===== src/rtl/ct_spsram_2048x32_arb.sv =====
// Round-robin two-requester arbiter and access sequencer for one 2048x32 single-port SRAM.
// Define CT_SPSRAM_ARB_INIT_EN to zero-fill the whole array after reset before granting requests.
module ct_spsram_2048x32_arb #(
    parameter int ADDR_WIDTH = 11,
    parameter int DATA_WIDTH = 32,
    parameter int BE_WIDTH   = 4
) (
    input  logic                  forever_cpuclk,
    input  logic                  cpurst_b,

    input  logic                  req0_vld,
    input  logic                  req0_wr,
    input  logic [ADDR_WIDTH-1:0] req0_addr,
    input  logic [DATA_WIDTH-1:0] req0_wdata,
    input  logic [BE_WIDTH-1:0]   req0_be,
    output logic                  req0_gnt,
    output logic                  req0_rvld,
    output logic [DATA_WIDTH-1:0] req0_rdata,

    input  logic                  req1_vld,
    input  logic                  req1_wr,
    input  logic [ADDR_WIDTH-1:0] req1_addr,
    input  logic [DATA_WIDTH-1:0] req1_wdata,
    input  logic [BE_WIDTH-1:0]   req1_be,
    output logic                  req1_gnt,
    output logic                  req1_rvld,
    output logic [DATA_WIDTH-1:0] req1_rdata,

    output logic                  init_done,

    output logic [ADDR_WIDTH-1:0] sram_a,
    output logic                  sram_cen,
    output logic                  sram_gwen,
    output logic [DATA_WIDTH-1:0] sram_wen,
    output logic [DATA_WIDTH-1:0] sram_d,
    input  logic [DATA_WIDTH-1:0] sram_q
);

    logic                  arb_live;
    logic                  init_active;
    logic                  gnt0;
    logic                  gnt1;
    logic                  rr_ptr_q;
    logic                  win_wr;
    logic [ADDR_WIDTH-1:0] win_addr;
    logic [DATA_WIDTH-1:0] win_wdata;
    logic [BE_WIDTH-1:0]   win_be;
    logic                  win_access;
    logic [ADDR_WIDTH-1:0] a_hold_q;
    logic [DATA_WIDTH-1:0] d_hold_q;
    logic                  rvld0_q;
    logic                  rvld1_q;

`ifdef CT_SPSRAM_ARB_INIT_EN
    typedef enum logic {
        ST_INIT,
        ST_IDLE
    } state_t;

    state_t                state_q;
    state_t                state_d;
    logic [ADDR_WIDTH-1:0] init_cnt_q;
    logic [ADDR_WIDTH-1:0] init_cnt_d;
    logic                  init_done_q;

    always_ff @(posedge forever_cpuclk or negedge cpurst_b) begin
        if (!cpurst_b) begin
            state_q     <= ST_INIT;
            init_cnt_q  <= '0;
            init_done_q <= 1'b0;
        end else begin
            state_q     <= state_d;
            init_cnt_q  <= init_cnt_d;
            init_done_q <= (state_d == ST_IDLE);
        end
    end

    // The counter wraps to zero on the write to the last entry, which is also the exit condition.
    always_comb begin
        state_d     = state_q;
        init_cnt_d  = init_cnt_q;
        init_active = 1'b0;
        case (state_q)
            ST_INIT: begin
                init_active = cpurst_b;
                init_cnt_d  = init_cnt_q + 1'b1;
                if (&init_cnt_q) begin
                    state_d = ST_IDLE;
                end
            end
            ST_IDLE: begin
                state_d = ST_IDLE;
            end
            default: begin
                state_d = ST_INIT;
            end
        endcase
    end

    assign arb_live  = cpurst_b && (state_q == ST_IDLE);
    assign init_done = init_done_q;
`else
    assign init_active = 1'b0;
    assign arb_live    = cpurst_b;
    assign init_done   = 1'b1;
`endif

    // rr_ptr only breaks ties; a lone requester always wins.
    always_comb begin
        gnt0 = 1'b0;
        gnt1 = 1'b0;
        if (arb_live) begin
            if (req0_vld && req1_vld) begin
                gnt0 = ~rr_ptr_q;
                gnt1 = rr_ptr_q;
            end else begin
                gnt0 = req0_vld;
                gnt1 = req1_vld;
            end
        end
    end

    assign req0_gnt = gnt0;
    assign req1_gnt = gnt1;

    assign win_wr    = gnt1 ? req1_wr    : req0_wr;
    assign win_addr  = gnt1 ? req1_addr  : req0_addr;
    assign win_wdata = gnt1 ? req1_wdata : req0_wdata;
    assign win_be    = gnt1 ? req1_be    : req0_be;

    // A write with no byte enabled is accepted but never reaches the array.
    assign win_access = (gnt0 || gnt1) && (!win_wr || (|win_be));

    always_ff @(posedge forever_cpuclk or negedge cpurst_b) begin
        if (!cpurst_b) begin
            rr_ptr_q <= 1'b0;
        end else if (gnt0 || gnt1) begin
            rr_ptr_q <= gnt0;
        end
    end

    // Address and data hold their last value when idle so the SRAM pins do not toggle.
    always_comb begin
        sram_cen  = 1'b1;
        sram_gwen = 1'b1;
        sram_wen  = '1;
        sram_a    = a_hold_q;
        sram_d    = d_hold_q;
        if (init_active) begin
            sram_cen  = 1'b0;
            sram_gwen = 1'b0;
            sram_wen  = '0;
            sram_d    = '0;
`ifdef CT_SPSRAM_ARB_INIT_EN
            sram_a    = init_cnt_q;
`endif
        end else if (win_access) begin
            sram_cen = 1'b0;
            sram_a   = win_addr;
            if (win_wr) begin
                sram_gwen = 1'b0;
                sram_d    = win_wdata;
                for (int k = 0; k < BE_WIDTH; k++) begin
                    sram_wen[8*k +: 8] = {8{~win_be[k]}};
                end
            end
        end
    end

    always_ff @(posedge forever_cpuclk or negedge cpurst_b) begin
        if (!cpurst_b) begin
            a_hold_q <= '0;
            d_hold_q <= '0;
        end else begin
            a_hold_q <= sram_a;
            d_hold_q <= sram_d;
        end
    end

    // SRAM Q is valid the cycle after the access, so only the valid flag is registered.
    always_ff @(posedge forever_cpuclk or negedge cpurst_b) begin
        if (!cpurst_b) begin
            rvld0_q <= 1'b0;
            rvld1_q <= 1'b0;
        end else begin
            rvld0_q <= gnt0 && !req0_wr;
            rvld1_q <= gnt1 && !req1_wr;
        end
    end

    assign req0_rvld  = rvld0_q;
    assign req1_rvld  = rvld1_q;
    assign req0_rdata = rvld0_q ? sram_q : '0;
    assign req1_rdata = rvld1_q ? sram_q : '0;

endmodule


===== config.mk =====
export PLATFORM = sky130hd
export DESIGN_NAME = ct_spsram_2048x32_arb
export DESIGN_NICKNAME = d
export VERILOG_FILES = /design/src/rtl/ct_spsram_2048x32_arb.sv
export SDC_FILE = /design/constraint.sdc
export NUM_CORES = 1
export LEC_CHECK = 0
export BUFFER_PORTS_ARGS = -buffer_cell sky130_fd_sc_hd__buf_2
export CORE_MARGIN = 2
export CORE_UTILIZATION = 26
export CTS_BUF_LIST = sky130_fd_sc_hd__clkbuf_2
export CTS_CLUSTER_DIAMETER = 150
export DETAILED_ROUTE_END_ITERATION = 10
export PLACE_DENSITY = 0.55
export SLEW_MARGIN = 5
export SYNTH_ARGS = -nofsm -noshare
export SYNTH_HDL_FRONTEND = slang
export SYNTH_SLANG_ARGS = --single-unit

===== constraint.sdc =====
create_clock -name forever_cpuclk -period 2.8 [get_ports forever_cpuclk]
set_input_delay 0.56 -clock forever_cpuclk [delete_from_list [all_inputs] [get_ports forever_cpuclk]]
set_output_delay 0.56 -clock forever_cpuclk [all_outputs]
set_load 0.02 [all_outputs]

==> Yosys cells after proc, flatten, opt, wreduce, memory -nomap -nowiden <==
Index checks and enable logic that the tools add are counted.
{ "op_classes": {"muxes": 18, "bitwise": 5, "n_reduce_logical": 10} }
{ "ops": {"columns": ["op", "count"], "rows": [
  ["2-to-1 mux 32 bit", 7],
  ["2-to-1 mux 11 bit", 2],
  ["2-to-1 mux 1 bit", 8],
  ["inverter 1 bit", 5],
  ["logical AND 1 bit", 4],
  ["2-to-1 mux 4 bit", 1],
  ["OR reduction 4 bit", 1],
  ["zero test 1 bit", 3],
  ["logical OR 1 bit", 2]
]} }
{ "totals": {"reg_bits": 46, "inputBits": 132, "output_inout_bits": 146, "wordCells": 38} }

==> Depth between registers and ports, before layout <==
Gate-level depths: netlist of the first run.
{ "logic_depth": {"word_depth": 8, "ltp_mapped": 7, "depth_no_buf": 5} }

==> Least setup slack after synthesis of the first run <==
OpenSTA, ideal clock, no wires.
{ "synth_timing": {"path_kind": "input port to output port", "startpoint": "input req0_vld", "endpoint": "output sram_wen[10]", "arrival_ps": 2036, "required_ps": 2240, "setup_slack_ps": 204, "path_stages": 7, "path_buffers": 3, "cell_sequence": "and2b_2 -> nor2_2 -> buf_6 -> buf_6 -> mux2_2 -> nand2_1 -> buf_4"} }
{ "synth_via": {"elab_chain_cells": 8} }
{ "synth_lines": {"columns": ["element", "line_no", "rtl"], "rows": [
  ["start, declared", "11", "input logic req0_vld,"],
  ["logical AND 1 bit (*)", "113", "if (req0_vld && req1_vld) begin"],
  ["2-to-1 mux 1 bit (*)", "113", null],
  ["2-to-1 mux 1 bit (*)", "112", "if (arb_live) begin"],
  ["net req1_gnt", "25", "output logic req1_gnt,"],
  ["2-to-1 mux 4 bit / 2-to-1 mux 1 bit (equally long branches)", "129, 126", null],
  ["OR reduction 4 bit / zero test 1 bit (equally long branches)", "132", "assign win_access = (gnt0 || gnt1) && (!win_wr || (|win_be));"],
  ["logical OR 1 bit", "132", null],
  ["logical AND 1 bit", "132", null],
  ["2-to-1 mux 32 bit (*)", "157", "end else if (win_access) begin"],
  ["end, declared", "34", "output logic [DATA_WIDTH-1:0] sram_wen,"]
]} }
The timed path passes the listed nets; every way through them passes the cells marked *.

==> Worst setup path after layout of the first run <==
{ "layout_timing": {"startpoint": "register rr_ptr_q", "endpoint": "output sram_a[10]"} }
{ "layout_via": {"elab_chain_cells": 7} }
{ "layout_lines": {"columns": ["element", "line_no", "rtl"], "rows": [
  ["start, declared", "43", "logic rr_ptr_q;"],
  ["start signal, assigned", "138", "rr_ptr_q <= gnt0;"],
  ["2-to-1 mux 1 bit", "113", null],
  ["2-to-1 mux 1 bit", "112", null],
  ["2-to-1 mux 4 bit / 2-to-1 mux 1 bit (equally long branches)", "129, 126", null],
  ["OR reduction 4 bit / zero test 1 bit (equally long branches)", "132", null],
  ["logical OR 1 bit", "132", null],
  ["logical AND 1 bit", "132", null],
  ["2-to-1 mux 11 bit (*)", "157", null],
  ["end, declared", "31", "output logic [ADDR_WIDTH-1:0] sram_a,"]
]} }
Every way passes the cells marked *; elsewhere a longest branch is shown, timed or not.

==> flow_summary.toml, run 1 <==
[status]
outcome = "finished, violations left"
violations = "negative setup slack"

[grt]
grt_pass1_vias = 2879
grt_pass1_wl_um = 15480
grtUsageTotal = 0.1537
grt-ovfl-total = 0
grt_max_degree = 34
grt_antenna_before_repair = 3

[power]
netSwitchingPower_w = 0.0009734
leakage_nw = 2.981
ir_worst_vdd_v = 0.0002742
p_seq_frac = 0.317
combPwrFrac = 0.547
netSwitchingFraction = 0.3479
clkPwrFrac = 0.136
internal_power_w = 0.001825
powerDensity_nw_per_um2 = 513.7

[logic_synthesis]
yosys.cell_types.count = 25
synth_area_um2 = 3197
ys.warnings.count = 0
ys_ff_latch = 46
netlist.area_leader.share = 0.3601
synth_area_leaders = "dfrtp_1 (36%), mux2_2 (21%), mux2_4 (14%)"
synthCells = 275
synth_nets = 407
yosysSeqAreaShare = 0.3601
syn_avg_cell_area_um2 = 11.62
yosys.area.top_type = "dfrtp_1"

[setup_path]
rr_startpoint = "rr_ptr_q"
ff2ff_setup_slack_ns = 0.89
crit_path_end = "sram_a[10]"
critPathLaunchType = "register"
worstPathRequired_ns = 2.24
critPathCaptureType = "primary output"
crit_type = "register to primary output"
reg2reg_to = "d_hold_q[30]"
rr_worst_depth = 7
crit_arrival_ns = 2.27
crit_fanout = 6
cp-startpoint = "rr_ptr_q"

[placement]
gp_congestion = 0.8183
hpwlAfterDp_um = 8302
numPortBuffers = 276
placedInstanceArea_um2 = 4529
dp_cells = 664

[finish]
final_common_cell = "buf_2"
syn_to_final_growth_pct = 70.37
fin_nets = 677
layout.cells.non_filler = 695
final_cell_mix = "buf_2 (201), mux2_4 (72), and2_1 (66)"
layout-drive-gt1-share = 0.7674
fillers = 1129
regArea_um2 = 1151
fin_area_um2 = 5446
multi_input_area_um2 = 1897
finish.utilization = 0.4534

[clocking]
clk_path_buf_depth = 2
clock-sinks = 46
path_clk_slew_ns = 0.25
cts_buffers = 5
insertion_delay_ns = 0.44
htreeDepth = 2
cts_tree = "done"
cts_root_buf = "clkbuf_2"

[routing]
num_vias = 2998
routedWlPerCell_um = 16.43
drtIter0Drc = 76
routed_wl_um = 11420
drtPass1Iterations = 4
remaining_drc_errors = 0
antenna_left = 0
routed_via_density = 4.314

[die]
rows = 40
io_pins = 278
dieHeight_um = 114.9
start_util = 0.2661
core_area_um2 = 12010
dieArea_um2 = 13200
die_w_um = 114.9

[worst_hold_path]
hold_path.class = "input pin to async pin"

[sta]
tightest_slew_ns = 0.7072
setup_viol = 33
maxSlewHeadroom = 0.5286
maxSlewViolCount = 0
max_freq_mhz = 353.7
timing.final.crit_share = 1.010
worst_slack_ns = -0.02759
hold_violations = 0
fin_skew_ns = 0.02725
rsz0062_at_grt = "true"
period_needed_ns = 2.828
setup_tns_ns = -0.5359

[run]
drv_cap = 0
kinds of logic after synthesis:
group,share of synthesized area
flops,0.3601
simple gates,0.1601
buf+inv,0.1158
other cells,0.001173
compound gates,0.01174
mux,0.3511
power groups by stage:
stage	clock network, W	registers (W)	logic (W)
4_1_cts	0.000399	0.000888	0.00142
3_3_place_gp	0	0.000896	0.00109
2_1_floorplan	0	0.000877	0.000764
5_1_grt	0.000423	0.000908	0.00161
3_5_place_dp	0	0.000899	0.00110
6_report	0.000381	0.000887	0.00153
Yosys cell counts:
master	count
and2_1	66
mux2_2	61
dfrtp_1	46
buf_4	31
mux2_4	29
nand2_1	10
clkbuf_1	6
buf_12	3
buf_6	3
inv_1	3
buf_2	2
o21ai_0	2
a21boi_1	1
a22o_1	1
a32o_2	1
and2b_2	1
and3_1	1
conb_1	1
nand2b_1	1
nand4_1	1
nor2_1	1
nor2_2	1
nor3_1	1
nor4_1	1
nor4_2	1
flip-flops by register name (all words and copies together) (netlist names):
| name | cells |
|---|---|
| req0_rvld | 1 |
| a_hold_q | 11 |
| rr_ptr_q | 1 |
| d_hold_q | 32 |
| req1_rvld | 1 |
worst max-delay path, cell delays in order (launching register included):
cell and delay, ns:
dfrtp_1 0.39, and2b_2 0.25, nor2_4 0.16, buf_4 0.15
buf_6 0.14, mux2_4 0.32, mux2_2 0.28, buf_2 0.16
per-stage QoR:
step | setup WS [ns] | total power (W) | hold WS [ns]
2_1_floorplan | 0.2037 | 0.001642 | 0.2644
3_3_place_gp | 0.08815 | 0.001990 | 0.4782
3_5_place_dp | 0.05403 | 0.002002 | 0.4769
4_1_cts | -0.06857 | 0.002705 | 0.1469
5_1_grt | -0.1824 | 0.002945 | 0.1440
6_report | -0.02759 | 0.002798 | 0.1719
what timing repair did:
| item | in CTS | in global routing |
|---|---|---|
| endpoints found under the setup margin | 59 | 76 |
| gates resized for setup | 92 | 96 |
| buffers inserted | 12 | 4 |
| gates cloned | 5 | 1 |
| hold buffers | 0 | 0 |
| pin swaps | 4 | 1 |
layout make-up:
| type | count | share of cell area |
|---|---|---|
| antenna | 2 | 0.0009189 |
| multi-input combinational | 181 | 0.3483 |
| clock buffer | 5 | 0.004595 |
| tap | 147 | 0.03377 |
| sequential | 46 | 0.2113 |
| inverter | 3 | 0.002068 |
| clock inverter | 3 | 0.007351 |
| timing repair buffer | 308 | 0.3917 |
worst min-delay path by stage:
stage | start | to | depth (start not counted)
2_1_floorplan | cpurst_b | a_hold_q[0] | 0
3_3_place_gp | d_hold_q[28] | d_hold_q[28] | 1
3_5_place_dp | d_hold_q[12] | d_hold_q[12] | 1
4_1_cts | cpurst_b | req1_rvld | 2
5_1_grt | cpurst_b | req1_rvld | 2
6_report | cpurst_b | req1_rvld | 2
routing by layer:
layer / wire [um] / track usage / vias up / share of wire
met5: 0 / 0 / - / 0
met4: 170 / 0.04659 / 0 / 0.015
met3: 754 / 0.03426 / 11 / 0.066
met2: 6120 / 0.2878 / 150 / 0.54
met1: 4371 / 0.1730 / 1406 / 0.38
li1: - / - / 1431 / -
Note: power is estimated with default switching activity, not from simulation.
==> inputs of run 2 (changes only) <==
CORE_AREA = 2 2 107 109   (was not set)
CORE_MARGIN = not set   (was 2)
CORE_UTILIZATION = not set   (was 26)
DIE_AREA = 0 0 109 111   (was not set)
PLACE_DENSITY = 0.61   (was 0.55)
==> run 2 against run 1 <==
- the flow still finishes with violations (negative setup slack)
- combinational power shrank 5%
- first-iteration DRC count increased by 110%
- power decreased by 2.6%
- sequential share of layout area is 0.60 points higher
- critical path depth increased by 1
- hold slack improved by 0.078 ns
- final cell count shrank 0.86%
- count of clock-buffer cells in the layout unchanged
- via count increased by 0.67%
- critical path type unchanged
==> flow_summary.toml, run 2 (synthesis results as in run 1) <==
[routing]
routed_wl_um = 11520
num_vias = 3018
routedWlPerCell_um = 16.71
drtPass1Iterations = 4
remaining_drc_errors = 0
antenna_left = 0
routed_via_density = 4.380
drtIter0Drc = 156

[grt]
grt_antenna_before_repair = 2
grt-ovfl-total = 0
grt_pass1_vias = 3047
grt_pass1_wl_um = 16440
grtUsageTotal = 0.1789
grt_max_degree = 42

[clocking]
htreeDepth = 2
cts_buffers = 5
cts_root_buf = "clkbuf_2"
clock-sinks = 46
clk_path_buf_depth = 2
cts_tree = "done"
path_clk_slew_ns = 0.26
insertion_delay_ns = 0.44

[die]
rows = 39
start_util = 0.2886
die_w_um = 109
dieArea_um2 = 12100
io_pins = 278
core_area_um2 = 11080
dieHeight_um = 111

[finish]
layout.cells.non_filler = 689
fin_area_um2 = 5295
largest_reg_flops = 32
final_cell_mix = "buf_2 (206), and2_1 (66), mux2_2 (58)"
layout-drive-gt1-share = 0.7629
fillers = 1048
top_regs = "d_hold_q: 32 flops, a_hold_q: 11 flops"
fin_nets = 675
finish.utilization = 0.4780
syn_to_final_growth_pct = 65.64
final_common_cell = "buf_2"
top_register = "d_hold_q"

[sta]
worst_slack_ns = -0.09674
maxSlewViolCount = 0
period_needed_ns = 2.897
rsz0062_at_grt = "true"
timing.final.crit_share = 1.035
maxSlewHeadroom = 0.5068
setup_viol = 43
tightest_slew_ns = 0.7399
hold_violations = 0
fin_skew_ns = 0.008128
max_freq_mhz = 345.2

[run]
drv_cap = 0

[placement]
dp_cells = 655
gp_congestion = 0.7074
numPortBuffers = 276
hpwlAfterDp_um = 7917
place_ws_ns = 0.02870
placedInstanceArea_um2 = 4474

[setup_path]
crit_fanout = 8
rr_startpoint = "rr_ptr_q"
worstPathRequired_ns = 2.24
crit_arrival_ns = 2.34
critPathLaunchType = "register"
ff2ff_setup_slack_ns = 0.73
critPathCaptureType = "primary output"
crit_type = "register to primary output"
reg2reg_to = "d_hold_q[30]"
rr_worst_depth = 9

[worst_hold_path]
hold_path.class = "input pin to async pin"

[power]
finalPower_w = 0.002726
ir_worst_vdd_v = 0.0003473
leakage_nw = 2.831
powerDensity_nw_per_um2 = 514.8

[status]
outcome = "finished, violations left"
violations = "negative setup slack"
## run 2: cell types whose count changed in the layout (fill, tap and decap cells not counted), moves of 3 or more
cell	delta
mux2_2	+40
mux2_4	-40
buf_6	-8
buf_2	+5
buf_4	-3
## run 2: worst max-delay path, stage by stage, from the launching register on
cell      delay (ns)
dfrtp_1         0.45
buf_6           0.13
nand2b_4        0.13
a32o_2          0.27
and3_4          0.17
buf_12          0.15
buf_16          0.15
mux2_4          0.31
buf_6           0.14
## run 2: worst max-delay path by stage
stage	start	to	cells past startpoint
after CTS	rr_ptr_q	sram_d[20]	8
after global routing	rr_ptr_q	sram_d[26]	8
after detailed placement	cpurst_b	sram_a[9]	6
after floorplan	req0_vld	sram_wen[10]	7
after global placement	req0_be[1]	sram_d[2]	8
final	rr_ptr_q	sram_d[26]	8
## run 2: where the power goes
group,switching [W],internal (W)
logic,0.000662,0.000788
registers,0.0000554,0.000829
clock network,0.000238,0.000153
## run 2: metrics by stage
stage,hold WS (ns),setup TNS [ns]
final,0.2501,-3.002
after floorplan,0.2644,0
after global routing,0.2094,-9.917
after global placement,0.4180,0
after CTS,0.2236,-3.956
after detailed placement,0.4303,0
## run 2: routing by layer
metal,wire (um),GRT usage,up-vias
li1,-,-,1430
met1,4042,0.1836,1428
met2,6431,0.3445,145
met3,866,0.04703,13
met4,163,0.05214,2
met5,13,0,-
## run 2: final cells by class
type	count	area, um^2	share of cell area
Clock inverter	3	43.79	0.008270
Clock buffer	5	25.02	0.004726
Multi-Input combinational cell	182	1764	0.3332
Sequential cell	46	1151	0.2174
Inverter	3	11.26	0.002127
Timing Repair Buffer	305	2116	0.3996
Tap cell	143	178.9	0.03379
Antenna cell	2	5.005	0.0009452
## run 2: what timing repair did
action / 4_1_cts / 5_1_grt
endpoints found under the setup margin: 75 / 75
hold endpoints to repair: 5 / 0
cloned: 7 / 2
gates resized for setup: 97 / 37
hold buffers: 1 / 0
buffers inserted: 10 / 4
pin swaps: 3 / 2
==> inputs of run 3 (changes only) <==
CORE_AREA = 2 2 106 108   (was 2 2 107 109)
DIE_AREA = 0 0 108 110   (was 0 0 109 111)
PLACE_DENSITY = 0.64   (was 0.61)
clock period = 2.4 ns   (was 2.8 ns; I/O delays follow)
==> run 3 against run 2 <==
- the run still ends with negative setup slack left
- sequential share of layout area down 1.4 points
- worst setup slack worse by 0.22 ns
- critical path depth down 1
- highest routed layer is now met4
- final area up 7.1%
- flip-flop and latch count unchanged
==> flow_summary.toml, run 3 (synthesis results as in run 1) <==
[sta]
hold_slack_ns = 0.03046
worst_slack_ns = -0.3161
tightest_slew_ns = 0.7496
setup_viol = 77
timing.final.crit_share = 1.132
max_freq_mhz = 368.2
fin_skew_ns = 0.01848
hold_violations = 0
rsz0062_at_grt = "true"
period_needed_ns = 2.716
maxSlewViolCount = 0
maxSlewHeadroom = 0.5003
setup_tns_ns = -19.56

[clocking]
insertion_delay_ns = 0.42
clk_path_buf_depth = 2
path_clk_slew_ns = 0.22
clock-sinks = 46
htreeDepth = 2
cts_tree = "done"
cts_root_buf = "clkbuf_2"
cts_buffers = 5

[finish]
layout-drive-gt1-share = 0.7697
layout.cells.non_filler = 689
finish.utilization = 0.5302
top_register = "d_hold_q"
largest_reg_flops = 32
fin_nets = 679
final_common_cell = "buf_2"
top_regs = "d_hold_q: 32 flops, a_hold_q: 11 flops"
regArea_um2 = 1151
fillers = 923
multi_input_area_um2 = 2013
syn_to_final_growth_pct = 77.42
final_cell_mix = "buf_2 (200), mux2_4 (89), buf_6 (81)"

[routing]
drtPass1Iterations = 4
routed_wl_um = 12010
num_vias = 3070
routedWlPerCell_um = 17.44
drtIter0Drc = 111
routed_via_density = 4.456
antenna_left = 0
remaining_drc_errors = 0

[grt]
grt_max_degree = 35
grt-ovfl-total = 0
grtUsageTotal = 0.1939
grt_pass1_wl_um = 17420
grt_antenna_before_repair = 2
grt_pass1_vias = 3206

[setup_path]
critPathLaunchType = "register"
crit_fanout = 11
crit_arrival_ns = 2.24
critPathCaptureType = "primary output"
ff2ff_setup_slack_ns = 0.51
crit_type = "register to primary output"
rr_startpoint = "rr_ptr_q"
reg2reg_to = "a_hold_q[2]"
rr_worst_depth = 7
worstPathRequired_ns = 1.92

[power]
finalPower_w = 0.003216
leakage_nw = 3.065
powerDensity_nw_per_um2 = 566.9
ir_worst_vdd_v = 0.0003559

[placement]
dp_cells = 661
gp_congestion = 0.8077
hpwlAfterDp_um = 8252
numPortBuffers = 276

[status]
violations = "negative setup slack"
outcome = "finished, violations left"

[die]
rows = 38
dieArea_um2 = 11880
start_util = 0.2988
io_pins = 278
die_w_um = 108
core_area_um2 = 10700
dieHeight_um = 110

[worst_hold_path]
hold_path.class = "input pin to async pin"

[run]
drv_cap = 0
run 3: where the power goes:
group	internal [W]	switching [W]	total [W]
clock network	0.0000652	0.000254	0.000319
registers	0.000967	0.0000692	0.00104
logic	0.00103	0.000831	0.00186
run 3: area by class of cell:
type                    count  area share
multi-input cells         182      0.3550
diodes                      2   0.0008824
repair buffers            309      0.4008
flip-flops and latches     46      0.2030
clock buffers               5    0.004412
clock inverters             2    0.002647
well taps                 140     0.03088
inverters                   3    0.002427
run 3: per-layer routing:
metal	part of all wire	GRT usage	wire (um)
met5	0	0	0
met4	0.012	0.04853	150
met3	0.065	0.04056	784
met2	0.58	0.4012	6928
met1	0.35	0.1945	4150
run 3: worst max-delay path by stage:
stage,cells past startpoint,slack (ns),to,startpoint
after floorplan,7,0.08,sram_wen[10],req0_vld
after global placement,6,-0.18,sram_a[0],req0_vld
after detailed placement,7,-0.21,sram_a[4],req0_vld
after CTS,7,-0.36,sram_d[0],rr_ptr_q
after global routing,7,-0.43,sram_d[1],rr_ptr_q
final,7,-0.32,sram_d[10],rr_ptr_q
run 3: stage by stage:
step	area, um^2	setup slack [ns]
after CTS	5680	-0.3607
after floorplan	3207	0.07586
after global placement	4548	-0.1821
after detailed placement	4548	-0.2084
after global routing	5672	-0.4258
final	5672	-0.3161
run 3: critical path, cell delays in order (launching register included):
cell and delay [ns]:
dfrtp_1 0.42, buf_4 0.14, a21boi_2 0.15, a32o_2 0.15, and3_4 0.31, buf_16 0.19
mux2_4 0.32, buf_6 0.14
run 3: timing repair:
item	CTS	global route
setup endpoints to repair	77	77
hold buffers	0	0
gates cloned	6	0
pin swaps	9	3
resized for setup	251	3
hold endpoints to repair	0	0
buffers inserted	14	2
